**src/rtl/accumulator_stream_pkg.sv**
```systemverilog
// accumulator_stream_pkg: shared FSM state type, default widths and parameter sanity check.
package accumulator_stream_pkg;
  typedef enum logic {ACCUM, HOLD} state_t;
  localparam int IN_WIDTH = 16;
  localparam int ACC_WIDTH = 32;
  localparam int OUT_WIDTH = 16;
  localparam int OUT_SCALE = 4;
  localparam int CNT_WIDTH = 8;
  function automatic bit params_ok(input int in_w, input int acc_w, input int out_w, input int scale);
    return in_w > 0 && out_w > 0 && scale >= 0 && acc_w > in_w && acc_w >= scale + out_w;
  endfunction
endpackage

```
**src/rtl/adder.sv**
```systemverilog
// adder: signed pairwise add, arithmetic right shift, then two's-complement wrap to out_width.
module adder #(
  parameter int a_width = 16,
  parameter int b_width = 16,
  parameter int out_width = 16,
  parameter int out_scale = 0
) (
  input  logic [a_width-1:0]   a,
  input  logic [b_width-1:0]   b,
  output logic [out_width-1:0] y
);
  localparam int sw = (a_width > b_width ? a_width : b_width) + 1;
  logic signed [sw-1:0] sum;
  assign sum = $signed(a) + $signed(b);
  assign y = out_width'(sum >>> out_scale);
endmodule

```
**src/rtl/accumulator_stream.sv**
```systemverilog
// accumulator_stream: sums signed operand groups and emits one rescaled word per group.
module accumulator_stream
  import accumulator_stream_pkg::*;
#(
  parameter int in_width = IN_WIDTH,
  parameter int acc_width = ACC_WIDTH,
  parameter int out_width = OUT_WIDTH,
  parameter int out_scale = OUT_SCALE,
  parameter int cnt_width = CNT_WIDTH
) (
  input  logic                 clk,
  input  logic                 rst,
  input  logic [in_width-1:0]  in_data,
  input  logic                 in_valid,
  input  logic                 in_last,
  output logic                 in_ready,
  output logic [out_width-1:0] out_data,
  output logic [cnt_width-1:0] out_count,
  output logic                 out_valid,
  input  logic                 out_ready
);
  state_t state_q, state_d;
  logic [acc_width-1:0] acc_q, acc_d;
  logic [cnt_width-1:0] cnt_q, cnt_d;
  logic [out_width-1:0] rescaled;
  logic in_hs, out_hs;
  if (!params_ok(in_width, acc_width, out_width, out_scale)) begin : g_bad_params
    $error("accumulator_stream: inconsistent width/scale parameters");
  end
  adder #(
    .a_width(acc_width),
    .b_width(1),
    .out_width(out_width),
    .out_scale(out_scale)
  ) u_rescale (
    .a(acc_q),
    .b(1'b0),
    .y(rescaled)
  );
  // Handshake flags depend on state only, so no ready->ready or valid->valid paths.
  always_comb begin
    in_ready = state_q == ACCUM;
    out_valid = state_q == HOLD;
    in_hs = in_valid && in_ready;
    out_hs = out_valid && out_ready;
    acc_d = out_hs ? '0 : in_hs ? acc_q + {{(acc_width-in_width){in_data[in_width-1]}}, in_data} : acc_q;
    cnt_d = out_hs ? '0 : (in_hs && !(&cnt_q)) ? cnt_q + cnt_width'(1) : cnt_q;
    state_d = out_hs ? ACCUM : (in_hs && in_last) ? HOLD : state_q;
    out_data = out_valid ? rescaled : '0;
    out_count = out_valid ? cnt_q : '0;
  end
  always_ff @(posedge clk) begin
    if (rst) begin
      state_q <= ACCUM;
      acc_q <= '0;
      cnt_q <= '0;
    end else begin
      state_q <= state_d;
      acc_q <= acc_d;
      cnt_q <= cnt_d;
    end
  end
endmodule

```
**config.mk**
```make
export PLATFORM = sky130hd
export DESIGN_NAME = accumulator_stream
export DESIGN_NICKNAME = d
export VERILOG_FILES = /design/src/rtl/accumulator_stream_pkg.sv /design/src/rtl/adder.sv /design/src/rtl/accumulator_stream.sv
export SDC_FILE = /design/constraint.sdc
export NUM_CORES = 1
export LEC_CHECK = 0
export CORE_ASPECT_RATIO = 1.1
export CORE_MARGIN = 4
export CORE_UTILIZATION = 51
export CTS_CLUSTER_SIZE = 28
export DETAILED_ROUTE_END_ITERATION = 12
export HOLD_SLACK_MARGIN = 0.05
export PLACE_DENSITY = 0.77
export SLEW_MARGIN = 20
export SYNTH_ARGS = -nofsm -noshare
export SYNTH_HDL_FRONTEND = slang
export SYNTH_SLANG_ARGS = --single-unit
```
**constraint.sdc**
```tcl
create_clock -name clk -period 2.7 [get_ports clk]
set_input_delay 0.675 -clock clk [delete_from_list [all_inputs] [get_ports clk]]
set_output_delay 0.675 -clock clk [all_outputs]
set_load 0.01 [all_outputs]
```
==> impl_metrics.ini, run 1 <==
[run_status]
status = finished clean

[logic_synthesis]
muxShareOfSynthArea = 0.0228
synthFlopType = dfxtp_1
synthTopCellsByArea = dfxtp_1 26%, ha_1 11%, and2_1 6.6%
syn_inst = 285
synth_compound_area_frac = 0.200
synthXorXnorAreaFrac = 0.0639
synthArstFlopShare = 0
synth.distinct_cells = 46
synth_edf_count = 0
avgSynthCellArea_um2 = 7.69
synth_fp_nets = 327
yosys_warnings = 0
yosys.area_share.simple = 0.291
ys_seq_area_frac = 0.265
yosys.area.top_type = dfxtp_1
yosysMostFrequentCell = nand2_1
synth_area_um2 = 2190
synthAdderAreaFrac = 0.123
ys_ff_latch = 29
synth_top_area_share = 0.265
synth_top_family_by_area = simple AND/OR/NAND/NOR gates
synth_common_cells = 38 x nand2_1, 29 x dfxtp_1, 27 x a21oi_1

[sta]
finalSetupViolCount = 0
fin_ws_ns = 0.0497
max_freq_mhz = 377
worst_hold_slack_ns = 0.461
worstMarginPinSlew_ns = 0.379
finalCriticalPeriod_ns = 2.65
finalCritPeriodShare = 0.982
finalHoldViolCount = 0
clock_skew_ns = 0.0102
slew_headroom = 0.747
drv_slew = 0

[worst_setup_path]
start_kind = input port
worst_ep_required_time_ns = 2.86
crit_arrival_ns = 2.81
crit_path_max_fanout = 2
crit_slowest_cell = clkdlybuf4s50_1
crit_chain = clkdlybuf4s50_1, ha_1, fa_2, a21o_1, a21o_2, buf_4, a21o_1, a21oi_2, xor2_1, o21ai_0
slowest_delay_ns = 0.42
criticalPathCategory = input port to register
end_kind = register
path_common_cell = a21o_1

[clocking]
clock-sinks = 29
clk_path_buf_depth = 2
h-tree-depth = 2
cts_tree = done
clk_pin_slew_ns = 0.06
clk_latency_ns = 0.29
root_buffer = clkbuf_8
numCtsBuffers = 5
hold_buffers = 0

[placed_design]
gp_congestion = 0.948
dp_slack_ns = -0.279
portBuffers = 46
dp_hpwl_um = 4460

[die]
core-area_um2 = 4050
dieArea_um2 = 5410
std_cell_rows = 24
die_h_um = 76.8
num_io_pins = 47
start_util = 0.541
die_x_um = 70.5

[cells_and_area]
final_nets = 406
final.fill_count = 305
diodes = 0
drive_gt1_frac = 0.168
syn2layout_area_growth_pct = 40.4

[drt]
wire_per_inst_um = 14.8
viasPerCell = 5.67
drt_iter0_drc = 135
drt_pass1_iterations = 4
drt-total-wl_um = 6130
remaining_drc_errors = 0
vias = 2351
antenna_left = 0

[global_routing]
grt_max_degree = 23
grt_pass1_vias = 2313
grt-ovfl-total = 0
grt_antenna_before_repair = 0
grt_pass1_wl_um = 10400
grt_usage = 0.234

[hold_path]
hp-class = register to register

[pwr]
p_per_area_nw_per_um2 = 457
peakVddDrop_mv = 0.271
leakage_nw = 1.36

[run]
drv_cap = 0
## worst paths after layout
path | start | endpoint | slack (ns) | cells after the start
hold / removal | acc_q[0]$_SDFFE_PP0P_ | acc_q[0]$_SDFFE_PP0P_ | 0.46 | 2
setup reg to reg | acc_q[0]$_SDFFE_PP0P_ | acc_q[6]$_SDFFE_PP0P_ | 0.58 | 9
hold reg to reg | acc_q[0]$_SDFFE_PP0P_ | acc_q[0]$_SDFFE_PP0P_ | 0.46 | 2
setup / recovery | in_data[0] | acc_q[6]$_SDFFE_PP0P_ | 0.05 | 10
## registers in the layout, indices dropped and copies added (netlist names)
name	flops
cnt_q	8
acc_q	20
out_valid	1
## final cells by class
type	instances	area, µm²	area share
tap	52	65.1	0.0211
timing repair buffer	84	746	0.242
multi-input combinational	237	1590	0.515
clock buffer	5	68.8	0.0224
sequential	29	581	0.189
clock inverter	1	5.00	0.00163
inverter	7	26.3	0.00854
## layout by cell type, fill, tap and decap left out, types with 4 or more instances in the layout
| cell | Yosys | routed |
|---|---|---|
| o21ai_0 | 10 | 10 |
| nand3_1 | 20 | 19 |
| and3_1 | 6 | 6 |
| nor2_1 | 18 | 18 |
| xor2_1 | 7 | 7 |
| ha_1 | 20 | 20 |
| a21oi_1 | 27 | 23 |
| clkdlybuf4s50_1 | 0 | 46 |
| clkbuf_8 | 0 | 5 |
| inv_1 | 6 | 6 |
| nand2_1 | 38 | 38 |
| nor3_1 | 4 | 4 |
| dfxtp_1 | 29 | 29 |
| buf_4 | 0 | 38 |
| a21oi_2 | 1 | 4 |
| xnor2_1 | 9 | 9 |
| and2_1 | 23 | 23 |
| mux2i_1 | 5 | 5 |
| a21o_1 | 8 | 8 |
| nand4_1 | 5 | 5 |
## where the power goes
group | switching, mW | internal (mW)
logic | 0.289 | 0.280
clock network | 0.167 | 0.169
registers | 0.0323 | 0.469
total | 0.488 | 0.919
## metrics by stage
stage	power (mW)	std cells	utilization	instance area (µm²)	setup TNS, ns
floorplan	0.826	285	-	2190	0
global placement	1.04	409	0.729	2950	-1.44
detailed placement	1.05	409	0.729	2950	-1.84
CTS	1.40	415	0.749	3040	0
global route	1.50	415	0.759	3080	-0.00104
finish	1.41	415	0.759	3080	0
## critical path: cells and delay by family
family	cells	cell delay, ns
adder cells (fa/ha/maj)	2	0.58
buffers and inverters	2	0.56
AO/OA/AOI/OAI	5	0.84
XOR/XNOR	1	0.16
## layer usage
metal	GRT usage	part of all wire
met5	0	0
met4	0.102	0.020
met2	0.384	0.49
met1	0.287	0.43
met3	0.0601	0.066
## logic make-up after synthesis
kind of cell	count (synthesis)
buffers and inverters	19
AOI/OAI and AO/OA	67
xor gates and xnor gates	16
adders and majority gates	21
muxes	5
and+or+nand+nor	128
DFF	29
## what timing repair did
action | CTS | global route
gates resized for setup | 2 | 8
pin swaps | 1 | 3
setup endpoints to repair | 1 | 6
buffers inserted | 0 | 0
No activity file was read; power rests on OpenSTA's default activity.
==> run 2: changes to the inputs <==
--- a/config.mk
+++ b/config.mk
@@ -12,6 +12,7 @@
 export DETAILED_ROUTE_END_ITERATION = 12
 export HOLD_SLACK_MARGIN = 0.05
 export PLACE_DENSITY = 0.77
+export SKIP_LAST_GASP = 1
 export SLEW_MARGIN = 20
 export SYNTH_ARGS = -nofsm -noshare
 export SYNTH_HDL_FRONTEND = slang
==> results of run 2 <==
No change in the layout: final DEF, timing and power equal those of run 1.
==> run 3: changes to the inputs <==
==> constraint.sdc (replaced) <==
create_clock -name clk -period 2.6 [get_ports clk]
set_input_delay 0.65 -clock clk [delete_from_list [all_inputs] [get_ports clk]]
set_output_delay 0.65 -clock clk [all_outputs]
set_load 0.01 [all_outputs]
==> run 3 against run 2 <==
  * Wire length is 1.5% higher
  * Count of clock-buffer cells in the layout is 2 higher
  * Largest cell class unchanged
  * Final cell count is 1.7% higher
  * Sequential share of layout area is 0.60 points lower
  * Design area is 3.3% higher
==> impl_metrics.ini, run 3 (synthesized netlist as in run 1, its figures left out) <==
[worst_setup_path]
crit_arrival_ns = 2.71
reg2reg_from = acc_q[0]$_SDFFE_PP0P_
crit_path_max_fanout = 3
worst_ep_required_time_ns = 2.76
cp-startpoint = in_data[6]
slowest_delay_ns = 0.40
criticalPathCategory = input port to register
worstSetupPathDepth = 11
cp_top_family = compound AO/OA/AOI/OAI gates
start_kind = input port
crit_slowest_cell = clkdlybuf4s50_1
end_kind = register
crit_chain = clkdlybuf4s50_1, ha_1, a21o_1, buf_4, nand3_1, o21ai_0, buf_4, o2111ai_1, o211ai_1, nand4_1, o211ai_1
crit_buf_inv = 3
ff2ff_path_depth = 9

[sta]
drv_slew = 0
finalSetupViolCount = 0
worst_hold_slack_ns = 0.464
finalCriticalPeriod_ns = 2.54
fin_ws_ns = 0.0561
final.setup.tns_ns = 0
clock_skew_ns = 0.00799
finalHoldViolCount = 0
worstMarginPinSlew_ns = 0.436
max_freq_mhz = 393
finalCritPeriodShare = 0.978
slew_headroom = 0.706

[cells_and_area]
largest_reg_flops = 20
syn2layout_area_growth_pct = 45.0
final_common_cell = clkdlybuf4s50_1
regMostFlops = acc_q
multi_input_area_um2 = 1600
final_util = 0.784
final_nets = 411
layout_common_cells = 45 x clkdlybuf4s50_1, 43 x buf_4, 38 x nand2_1
drive_gt1_frac = 0.189
regArea_um2 = 581
fin_area_um2 = 3180
diodes = 0
final.fill_count = 309
finalNonFillerCells = 422

[clocking]
h-tree-depth = 2
clk_path_buf_depth = 2
numCtsBuffers = 5
postCtsSetupBuffers = 0
clk_latency_ns = 0.28
clock-sinks = 29
clk_pin_slew_ns = 0.07
cts_tree = done
hold_buffers = 0
root_buffer = clkbuf_8

[drt]
remaining_drc_errors = 0
antenna_left = 0
drt_pass1_iterations = 5
viasPerCell = 5.69
drt_iter0_drc = 189
wire_per_inst_um = 14.7
drt-total-wl_um = 6220
vias = 2400

[die]
die_h_um = 76.8
die_x_um = 70.5
core-area_um2 = 4050
std_cell_rows = 24
num_io_pins = 47
start_util = 0.541
dieArea_um2 = 5410

[run_status]
status = finished clean

[hold_path]
hp-start = acc_q[5]$_SDFFE_PP0P_
whs_path_depth = 2
hp-class = register to register

[pwr]
p_per_area_nw_per_um2 = 511
finalPower_mw = 1.63
leakage_nw = 1.41
peakVddDrop_mv = 0.319

[global_routing]
grt_pass1_wl_um = 10200
grt-ovfl-total = 0
grt_usage = 0.226
grt_max_degree = 23
grt_pass1_vias = 2320
grt_antenna_before_repair = 0

[placed_design]
portBuffers = 46
dp_hpwl_um = 4380
place_area_um2 = 2990
dp.cells = 414
gp_congestion = 0.939
dp_slack_ns = -0.371

[run]
drv_cap = 0
==> run 3: area by class of cell <==
type	instances	area share
multi-input cells	237	0.505
repair buffers	89	0.247
flip-flops and latches	29	0.183
clock buffers	7	0.0272
well taps	52	0.0205
clock inverters	1	0.00945
inverters	7	0.00827
==> run 3: worst min-delay path, stage by stage (launching register included) <==
cell	delay, ns
dfxtp_1	0.32
nand2_1	0.05
a21oi_1	0.05
==> run 3: timing repair <==
action / CTS / global route
pin swaps: 2 / 6
resized for setup: 5 / 9
setup endpoints to repair: 5 / 10
==> run 3: metal layers <==
metal / part of all wire / global-route usage / vias to the layer above
met5: 0 / 0 / -
met2: 0.47 / 0.373 / 80
met4: 0.026 / 0.0862 / 0
met3: 0.055 / 0.0536 / 24
met1: 0.44 / 0.283 / 1115
li1: - / - / 1181
==> run 3: worst paths after layout <==
path / end / slack (ns)
worst min-delay path: acc_q[5]$_SDFFE_PP0P_ / 0.46
worst max register to register: acc_q[6]$_SDFFE_PP0P_ / 0.52
worst max-delay path: acc_q[17]$_SDFFE_PP0P_ / 0.06
worst min register to register: acc_q[5]$_SDFFE_PP0P_ / 0.46
==> run 3: power by group <==
part	leakage, nW	internal [mW]	switching, mW
logic	1.11	0.304	0.309
registers	0.237	0.487	0.0330
clock network	0.0585	0.312	0.180
